File: src/rtl/sd_resp_pkg.sv
// Shared types and constants for the sector-buffer target (sd_sector_responder).
package sd_resp_pkg;

  typedef enum logic [2:0] {
    S_IDLE,
    S_ACK_SETUP,
    S_RD_ADDR,
    S_RD_DATA,
    S_WR_ADDR,
    S_WR_WAIT,
    S_WR_CAP,
    S_DONE
  } state_e;

  localparam int unsigned SECTOR_BYTES  = 512;
  localparam int unsigned IDX_W         = 9;
  localparam int unsigned ACK_SETUP_CYC = 2;
  localparam logic [7:0]  OOB_FILL      = 8'hFF;

endpackage

File: src/rtl/sd_sector_responder.sv
// Target side of the sd_* sector-buffer handshake, serving 512-byte sectors
// from a local single-port byte RAM (mem_q valid one clock after mem_rd).
module sd_sector_responder
  import sd_resp_pkg::*;
#(
  parameter int unsigned LBA_W   = 6,
  parameter int unsigned DIN_LAT = 1,
  parameter int unsigned GAP     = 2
) (
  input  logic               clk_sys,
  input  logic               reset_n,
  input  logic [31:0]        sd_lba,
  input  logic               sd_rd,
  input  logic               sd_wr,
  output logic               sd_ack,
  output logic [8:0]         sd_buff_addr,
  output logic [7:0]         sd_buff_dout,
  output logic               sd_buff_wr,
  input  logic [7:0]         sd_buff_din,
  output logic [LBA_W+8:0]   mem_addr,
  output logic               mem_rd,
  input  logic [7:0]         mem_q,
  output logic               mem_wr,
  output logic [7:0]         mem_d,
  output logic               busy,
  output logic               range_err
);

  localparam int unsigned CNT_W = 8;
  localparam logic [CNT_W-1:0] SETUP_LAST = CNT_W'(ACK_SETUP_CYC - 1);
  localparam logic [CNT_W-1:0] WAIT_LAST  = CNT_W'((DIN_LAT > 1) ? DIN_LAT - 2 : 0);
  localparam logic [CNT_W-1:0] GAP_LAST   = CNT_W'(GAP);
  localparam logic [IDX_W-1:0] IDX_LAST   = IDX_W'(SECTOR_BYTES - 1);

  state_e             state_q, state_d;
  logic [LBA_W-1:0]   lba_q, lba_d;
  logic               wr_dir_q, wr_dir_d;
  logic               oob_q, oob_d;
  logic [IDX_W-1:0]   idx_q, idx_d, idx_nx;
  logic [CNT_W-1:0]   cnt_q, cnt_d;
  logic               ack_q, ack_d;
  logic [8:0]         buff_addr_q, buff_addr_d;
  logic [7:0]         buff_dout_q, buff_dout_d;
  logic               buff_wr_q, buff_wr_d;
  logic [LBA_W+8:0]   mem_addr_q, mem_addr_d;
  logic               mem_rd_q, mem_rd_d;
  logic               mem_wr_q, mem_wr_d;
  logic [7:0]         mem_d_q, mem_d_d;
  logic               busy_q, busy_d;
  logic               range_err_q, range_err_d;
  logic               req_oob;

  assign idx_nx  = idx_q + 9'd1;
  assign req_oob = |sd_lba[31:LBA_W];

  // Registered outputs are loaded on the transition that enters the state in
  // which they must be valid, so RAM and initiator see them for a full clock.
  always_comb begin
    state_d     = state_q;
    lba_d       = lba_q;
    wr_dir_d    = wr_dir_q;
    oob_d       = oob_q;
    idx_d       = idx_q;
    cnt_d       = cnt_q;
    ack_d       = ack_q;
    buff_addr_d = buff_addr_q;
    buff_dout_d = buff_dout_q;
    buff_wr_d   = 1'b0;
    mem_addr_d  = mem_addr_q;
    mem_rd_d    = 1'b0;
    mem_wr_d    = 1'b0;
    mem_d_d     = mem_d_q;
    range_err_d = 1'b0;

    case (state_q)
      S_IDLE: begin
        if (sd_rd || sd_wr) begin
          state_d     = S_ACK_SETUP;
          lba_d       = sd_lba[LBA_W-1:0];
          wr_dir_d    = ~sd_rd;
          oob_d       = req_oob;
          idx_d       = '0;
          cnt_d       = '0;
          range_err_d = req_oob;
        end
      end
      S_ACK_SETUP: begin
        ack_d = 1'b1;
        if (cnt_q == SETUP_LAST) begin
          cnt_d = '0;
          if (wr_dir_q) begin
            state_d     = S_WR_ADDR;
            buff_addr_d = idx_q;
          end else begin
            state_d    = S_RD_ADDR;
            mem_addr_d = {lba_q, idx_q};
            mem_rd_d   = ~oob_q;
          end
        end else begin
          cnt_d = cnt_q + 1'b1;
        end
      end
      S_RD_ADDR: state_d = S_RD_DATA;
      S_RD_DATA: begin
        buff_addr_d = idx_q;
        buff_dout_d = oob_q ? OOB_FILL : mem_q;
        buff_wr_d   = 1'b1;
        if (idx_q == IDX_LAST) begin
          state_d = S_DONE;
          cnt_d   = '0;
        end else begin
          state_d    = S_RD_ADDR;
          idx_d      = idx_nx;
          mem_addr_d = {lba_q, idx_nx};
          mem_rd_d   = ~oob_q;
        end
      end
      S_WR_ADDR: begin
        cnt_d   = '0;
        state_d = (DIN_LAT > 1) ? S_WR_WAIT : S_WR_CAP;
      end
      S_WR_WAIT: begin
        if (cnt_q == WAIT_LAST) state_d = S_WR_CAP;
        else                    cnt_d   = cnt_q + 1'b1;
      end
      S_WR_CAP: begin
        mem_d_d    = sd_buff_din;
        mem_addr_d = {lba_q, idx_q};
        mem_wr_d   = ~oob_q;
        if (idx_q == IDX_LAST) begin
          state_d = S_DONE;
          cnt_d   = '0;
        end else begin
          state_d     = S_WR_ADDR;
          idx_d       = idx_nx;
          buff_addr_d = idx_nx;
        end
      end
      S_DONE: begin
        ack_d = 1'b0;
        if (cnt_q == GAP_LAST) state_d = S_IDLE;
        else                   cnt_d   = cnt_q + 1'b1;
      end
      default: state_d = S_IDLE;
    endcase

    busy_d = (state_d != S_IDLE);
  end

  always_ff @(posedge clk_sys or negedge reset_n) begin
    if (!reset_n) begin
      state_q     <= S_IDLE;
      lba_q       <= '0;
      wr_dir_q    <= 1'b0;
      oob_q       <= 1'b0;
      idx_q       <= '0;
      cnt_q       <= '0;
      ack_q       <= 1'b0;
      buff_addr_q <= '0;
      buff_dout_q <= '0;
      buff_wr_q   <= 1'b0;
      mem_addr_q  <= '0;
      mem_rd_q    <= 1'b0;
      mem_wr_q    <= 1'b0;
      mem_d_q     <= '0;
      busy_q      <= 1'b0;
      range_err_q <= 1'b0;
    end else begin
      state_q     <= state_d;
      lba_q       <= lba_d;
      wr_dir_q    <= wr_dir_d;
      oob_q       <= oob_d;
      idx_q       <= idx_d;
      cnt_q       <= cnt_d;
      ack_q       <= ack_d;
      buff_addr_q <= buff_addr_d;
      buff_dout_q <= buff_dout_d;
      buff_wr_q   <= buff_wr_d;
      mem_addr_q  <= mem_addr_d;
      mem_rd_q    <= mem_rd_d;
      mem_wr_q    <= mem_wr_d;
      mem_d_q     <= mem_d_d;
      busy_q      <= busy_d;
      range_err_q <= range_err_d;
    end
  end

  assign sd_ack       = ack_q;
  assign sd_buff_addr = buff_addr_q;
  assign sd_buff_dout = buff_dout_q;
  assign sd_buff_wr   = buff_wr_q;
  assign mem_addr     = mem_addr_q;
  assign mem_rd       = mem_rd_q;
  assign mem_wr       = mem_wr_q;
  assign mem_d        = mem_d_q;
  assign busy         = busy_q;
  assign range_err    = range_err_q;

endmodule

File: config.mk
export PLATFORM = sky130hd
export DESIGN_NAME = sd_sector_responder
export DESIGN_NICKNAME = d
export VERILOG_FILES = /design/src/rtl/sd_resp_pkg.sv /design/src/rtl/sd_sector_responder.sv
export SDC_FILE = /design/constraint.sdc
export NUM_CORES = 1
export LEC_CHECK = 0
export CORE_UTILIZATION = 45
export DETAILED_ROUTE_END_ITERATION = 8
export PLACE_DENSITY = 0.77
export SYNTH_ARGS = -nofsm -noshare
export SYNTH_HDL_FRONTEND = slang
export SYNTH_SLANG_ARGS = --single-unit
File: constraint.sdc
create_clock -name clk_sys -period 3.3 [get_ports clk_sys]
set_clock_uncertainty 0.2 [all_clocks]
set_input_delay 0.495 -clock clk_sys [delete_from_list [all_inputs] [get_ports clk_sys]]
set_output_delay 0.495 -clock clk_sys [all_outputs]
set_load 0.1 [all_outputs]
==> flow_metrics.env, run 1 <==
export IMPL_syn_area_per_cell_um2=10.2
export IMPL_ys_seq_area_share_pct=50.5
export IMPL_vias=2954
export IMPL_ant_nets=0
export IMPL_clk_pin_slew_ps=70
export IMPL_timing_setup_tns_ps=0
export IMPL_crit_arrival_ps=2930
export IMPL_synth_seq_cells=74
export IMPL_finalNonFillerCells=561
export IMPL_cts_tree="done"
export IMPL_synthTopCellsByArea="dfrtp_1 (51%), nand2_1 (4.9%), nor2_1 (4.5%)"
export IMPL_cts_root_buf="clkbuf_8"
export IMPL_die_h_um=92.3
export IMPL_cts_sinks=74
export IMPL_antenna_found_initial=0
export IMPL_hold_class="in2async"
export IMPL_drive_gt1_share_pct=19.2
export IMPL_synth_cells=361
export IMPL_grt_max_degree=75
export IMPL_startpoint_type="register"
export IMPL_cts_buffer_depth=2
export IMPL_io_buffers=97
export IMPL_worstPathRequired_ps=3330
export IMPL_yosys_warnings=0
export IMPL_coreArea_mm2=0.00781
export IMPL_slew_headroom_pct=41.0
export IMPL_dp_cells=547
export IMPL_htreeDepth=3
export IMPL_synth_common_cells="dfrtp_1 (74), nand2_1 (48), nor2_1 (44)"
export IMPL_hpwl_um=5750
export IMPL_die_w_um=92.3
export IMPL_boundaryPins=98
export IMPL_gr_total_overflow=0
export IMPL_wl_um=7950
export IMPL_cts_resized=0
export IMPL_syn_num_nets=419
export IMPL_numCtsBuffers=9
export IMPL_wl_per_cell_um=14.2
export IMPL_cts_setup_buffers=0
export IMPL_worst_pin_slew_ps=884
export IMPL_async_reset_ff_share_pct=100
export IMPL_drc_errors=0
export IMPL_report_final_slew_viol_count=0
export IMPL_synth_edf_count=0
export IMPL_viasPerCell=5.27
export IMPL_initial_core_util_pct=47.0
export IMPL_hold_violations=0
export IMPL_p_leak_nw=2.24
export IMPL_first_global_vias=2808
export IMPL_std_cell_rows=32
export IMPL_setup_viol=0
export IMPL_clkLatencyLatePin_ps=340
export IMPL_synth_cell_types=54
export IMPL_vdd_ir_drop_max_mv=0.203
export IMPL_fin_crit_ps=2900
export IMPL_max_freq_ghz=0.344
export IMPL_rsz0062_at_grt="no"
export IMPL_dr_pass1_iters=4
export IMPL_n_antenna_cell=0
export IMPL_worstPathMaxFanout=15
export IMPL_synthMostInstantiatedCell="dfrtp_1"
export IMPL_area_growth_pct=29.2
export IMPL_dr_first_iter_drc_count=137
export IMPL_rrSetupSlack_ps=400
export IMPL_yosys_area_top_type="dfrtp_1"
export IMPL_gp_congestion=0.833
export IMPL_cp_end_kind="register"
export IMPL_finalCritPeriodShare_pct=88.0
export IMPL_status="completed"
export IMPL_synth_area_mm2=0.00367
export IMPL_grt_use_total_pct=20.0
export IMPL_ctsHoldBuffers=0
export IMPL_synth_top_area_share_pct=50.5
export IMPL_dieArea_mm2=0.00851
export IMPL_nets=514
export IMPL_synthFlopType="dfrtp_1"
export IMPL_p_per_area_mw_per_mm2=348
export IMPL_drv_cap=0
export IMPL_path_class="reg2reg"
export IMPL_grt_pass1_wl_um=13300
==> flip-flops by register name, summed over array words and instances, names as in the netlist, 3 cells and up <==
signal	count
state_q	3
sd_buff_addr	9
mem_addr	15
sd_buff_dout	8
idx_q	9
cnt_q	8
lba_q	6
mem_d	8
==> routing by layer <==
layer / global-route usage (%) / up-vias / wire length (um)
met5: 0 / - / 0
met2: 31.7 / 103 / 3790
met3: 4.31 / 10 / 496
met4: 8.20 / 0 / 129
met1: 26.7 / 1405 / 3530
li1: - / 1436 / -
==> path summary, 6_finish.rpt <==
kind                       startpoint         endpoint  cells after the start
hold / removal                reset_n  sd_buff_dout[2]                      1
setup reg to reg             idx_q[0]      mem_addr[0]                      9
setup / recovery             idx_q[0]      mem_addr[0]                      9
hold reg to reg              lba_q[5]         lba_q[5]                      2
min in group clk_sys         lba_q[5]         lba_q[5]                      2
max in group asynchronous     reset_n  sd_buff_addr[8]                      1
==> where the power goes <==
part / internal (W) / switching, W
clock network: 0.000283 / 0.000320
registers: 0.000911 / 0.00000257
logic: 0.0000636 / 0.0000682
total: 0.00126 / 0.000390
==> cells by family (layout without fill, tap and decap cells) <==
kind of cell               after synthesis  after routing  synth area share (%)
DFF                                     74             74                  50.5
adders and majority gates                7              7                  2.32
AOI/OAI and AO/OA                       65             65                  11.5
buffers and inverters                   26            124                  3.65
xor gates and xnor gates                19             19                  4.54
and+or+nand+nor                        144            144                  19.4
muxes                                   26             26                  8.02
==> per-stage QoR <==
| stage | area [um^2] | setup slack (ps) | hold WS, ps | utilization, % | power, W |
|---|---|---|---|---|---|
| final | 4740 | 397 | 82.7 | 60.7 | 0.00165 |
| after CTS | 4740 | 375 | 120 | 60.7 | 0.00167 |
| after global routing | 4740 | 161 | 167 | 60.7 | 0.00171 |
| after global placement | 4580 | 470 | 254 | 58.6 | 0.00106 |
| after floorplan | 3670 | 726 | -0.591 | - | 0.000976 |
| after detailed placement | 4580 | 384 | 263 | 58.6 | 0.00107 |
==> cell type report <==
cell class / count / area (um^2)
Timing Repair Buffer: 101 / 883
Multi-Input combinational cell: 261 / 1680
Clock buffer: 11 / 141
Inverter: 9 / 33.8
Fill cell: 685 / 3070
Clock inverter: 3 / 17.5
Sequential cell: 74 / 1850
Tap cell: 102 / 128
==> critical path, cell delays in order, from the launching register on <==
cell,delay (ps)
dfrtp_1,460
ha_1,270
nand3_1,170
nor2_1,80
ha_1,290
nand2b_1,220
o21ai_0,110
nand2_1,110
a21oi_4,490
mux2_2,400
==> cells in the final DEF, fill, tap and decap left out, types with 3 or more instances in the layout <==
master	synthesis	layout
dfrtp_1	74	74
buf_4	1	51
clkdlybuf4s50_1	0	50
nand2_1	48	48
nor2_1	44	44
o21ai_0	19	19
a21oi_1	13	13
mux2_2	13	13
xnor2_1	12	12
nand3_1	11	11
mux2_1	10	10
clkbuf_8	0	10
inv_1	9	9
o21ai_1	8	8
and2_1	7	7
xor2_1	7	7
nor4_1	6	6
o31ai_1	6	6
ha_1	6	6
nand2b_1	5	5
nand4_1	3	3
nor3_1	3	3
a31oi_1	3	3
Power figures use the tool's default switching activity.
==> run 2: changes to the inputs <==
CTS_BUF_LIST = sky130_fd_sc_hd__clkbuf_2 sky130_fd_sc_hd__clkbuf_4 sky130_fd_sc_hd__clkbuf_8   (was unset)
==> flow_metrics.env, run 2 (synthesis results as in run 1) <==
export IMPL_status="completed"
export IMPL_hpwl_um=5750
export IMPL_vdd_ir_drop_max_mv=0.203
export IMPL_total_power_w=0.00166
export IMPL_initial_core_util_pct=47.0
export IMPL_reg2reg_from="idx_q[0]"
export IMPL_hold_violations=0
export IMPL_gp_congestion=0.833
export IMPL_grt_max_degree=75
export IMPL_antenna_found_initial=0
export IMPL_worstPathMaxFanout=15
export IMPL_first_global_vias=2805
export IMPL_slew_headroom_pct=41.1
export IMPL_numCtsBuffers=9
export IMPL_ctsHoldBuffers=0
export IMPL_vias=2939
export IMPL_hold_class="in2async"
export IMPL_grt_pass1_wl_um=13300
export IMPL_cts_setup_buffers=0
export IMPL_clkLatencyLatePin_ps=340
export IMPL_finalCritPeriodShare_pct=87.7
export IMPL_boundaryPins=98
export IMPL_r2r_cells=9
export IMPL_worstPathRequired_ps=3330
export IMPL_layout_commonest_cell="dfrtp_1"
export IMPL_place_area_mm2=0.00458
export IMPL_drc_errors=0
export IMPL_cts_buffer_depth=2
export IMPL_p_per_area_mw_per_mm2=350
export IMPL_p_leak_nw=2.24
export IMPL_n_antenna_cell=0
export IMPL_worst_pin_slew_ps=883
export IMPL_final_cell_mix="dfrtp_1 (74), buf_4 (51), clkdlybuf4s50_1 (50)"
export IMPL_viasPerCell=5.24
export IMPL_area_growth_pct=29.3
export IMPL_timing_setup_tns_ps=0
export IMPL_coreArea_mm2=0.00781
export IMPL_setup_viol=0
export IMPL_rrSetupSlack_ps=400
export IMPL_startpoint_type="register"
export IMPL_dr_first_iter_drc_count=128
export IMPL_largest_reg_flops=15
export IMPL_die_h_um=92.3
export IMPL_drive_gt1_share_pct=19.4
export IMPL_cts_tree="done"
export IMPL_drv_cap=0
export IMPL_die_w_um=92.3
export IMPL_report_final_slew_viol_count=0
export IMPL_io_buffers=97
export IMPL_fin_crit_ps=2900
export IMPL_wl_per_cell_um=14.2
export IMPL_max_freq_ghz=0.345
export IMPL_clk_pin_slew_ps=80
export IMPL_wl_um=7960
export IMPL_crit_arrival_ps=2920
export IMPL_cts_sinks=74
export IMPL_rr_endpoint="mem_addr[0]"
export IMPL_nets=514
export IMPL_htreeDepth=3
export IMPL_cts_resized=0
export IMPL_dr_pass1_iters=4
export IMPL_cp_end_kind="register"
export IMPL_path_class="reg2reg"
export IMPL_cts_root_buf="clkbuf_8"
export IMPL_std_cell_rows=32
export IMPL_grt_use_total_pct=20.1
export IMPL_gr_total_overflow=0
export IMPL_stdcell_area_mm2=0.00474
export IMPL_dp_cells=547
export IMPL_finalNonFillerCells=561
export IMPL_rsz0062_at_grt="no"
export IMPL_dieArea_mm2=0.00851
export IMPL_ant_nets=0
run 2: critical path, stage by stage (launching register included):
cell and delay (ps):
dfrtp_1 460, ha_1 270, nand3_1 170, nor2_1 80, ha_1 280, nand2b_1 210, o21ai_0 110, nand2_1 110
a21oi_4 490, mux2_2 400
run 2: cell type report:
cell class / instances / area (um^2)
clock inverter: 3 / 17.5
clock buffer: 11 / 145
inverter: 9 / 33.8
fill: 683 / 3070
timing repair buffer: 101 / 883
tap: 102 / 128
sequential: 74 / 1850
multi-input combinational: 261 / 1680
run 2: layer usage:
layer	share of wire, %	vias up	GRT usage (%)
met5	0	-	0
li1	-	1440	-
met3	5.8	10	4.31
met4	1.6	0	8.20
met2	48	88	31.7
met1	45	1401	26.8
run 2: worst max-delay path by stage:
stage,from,to
floorplan,idx_q[3],mem_addr[10]
global placement,idx_q[0],mem_addr[0]
detailed placement,idx_q[0],mem_addr[3]
CTS,idx_q[0],mem_addr[3]
global route,idx_q[0],mem_addr[0]
finish,idx_q[0],mem_addr[0]
run 2: where the power goes:
group / leakage (nW) / switching, W / internal (W)
Clock: 0.0845 / 0.000323 / 0.000291
Combinational: 1.27 / 0.0000682 / 0.0000636
Sequential: 0.891 / 0.00000255 / 0.000911
run 2: through the flow:
stage	utilization [%]	hold WS (ps)	setup slack [ps]
5_1_grt	60.7	162	161
3_3_place_gp	58.6	254	470
3_5_place_dp	58.6	263	384
4_1_cts	60.7	119	375
6_report	60.7	78.1	404
2_1_floorplan	-	-0.591	726
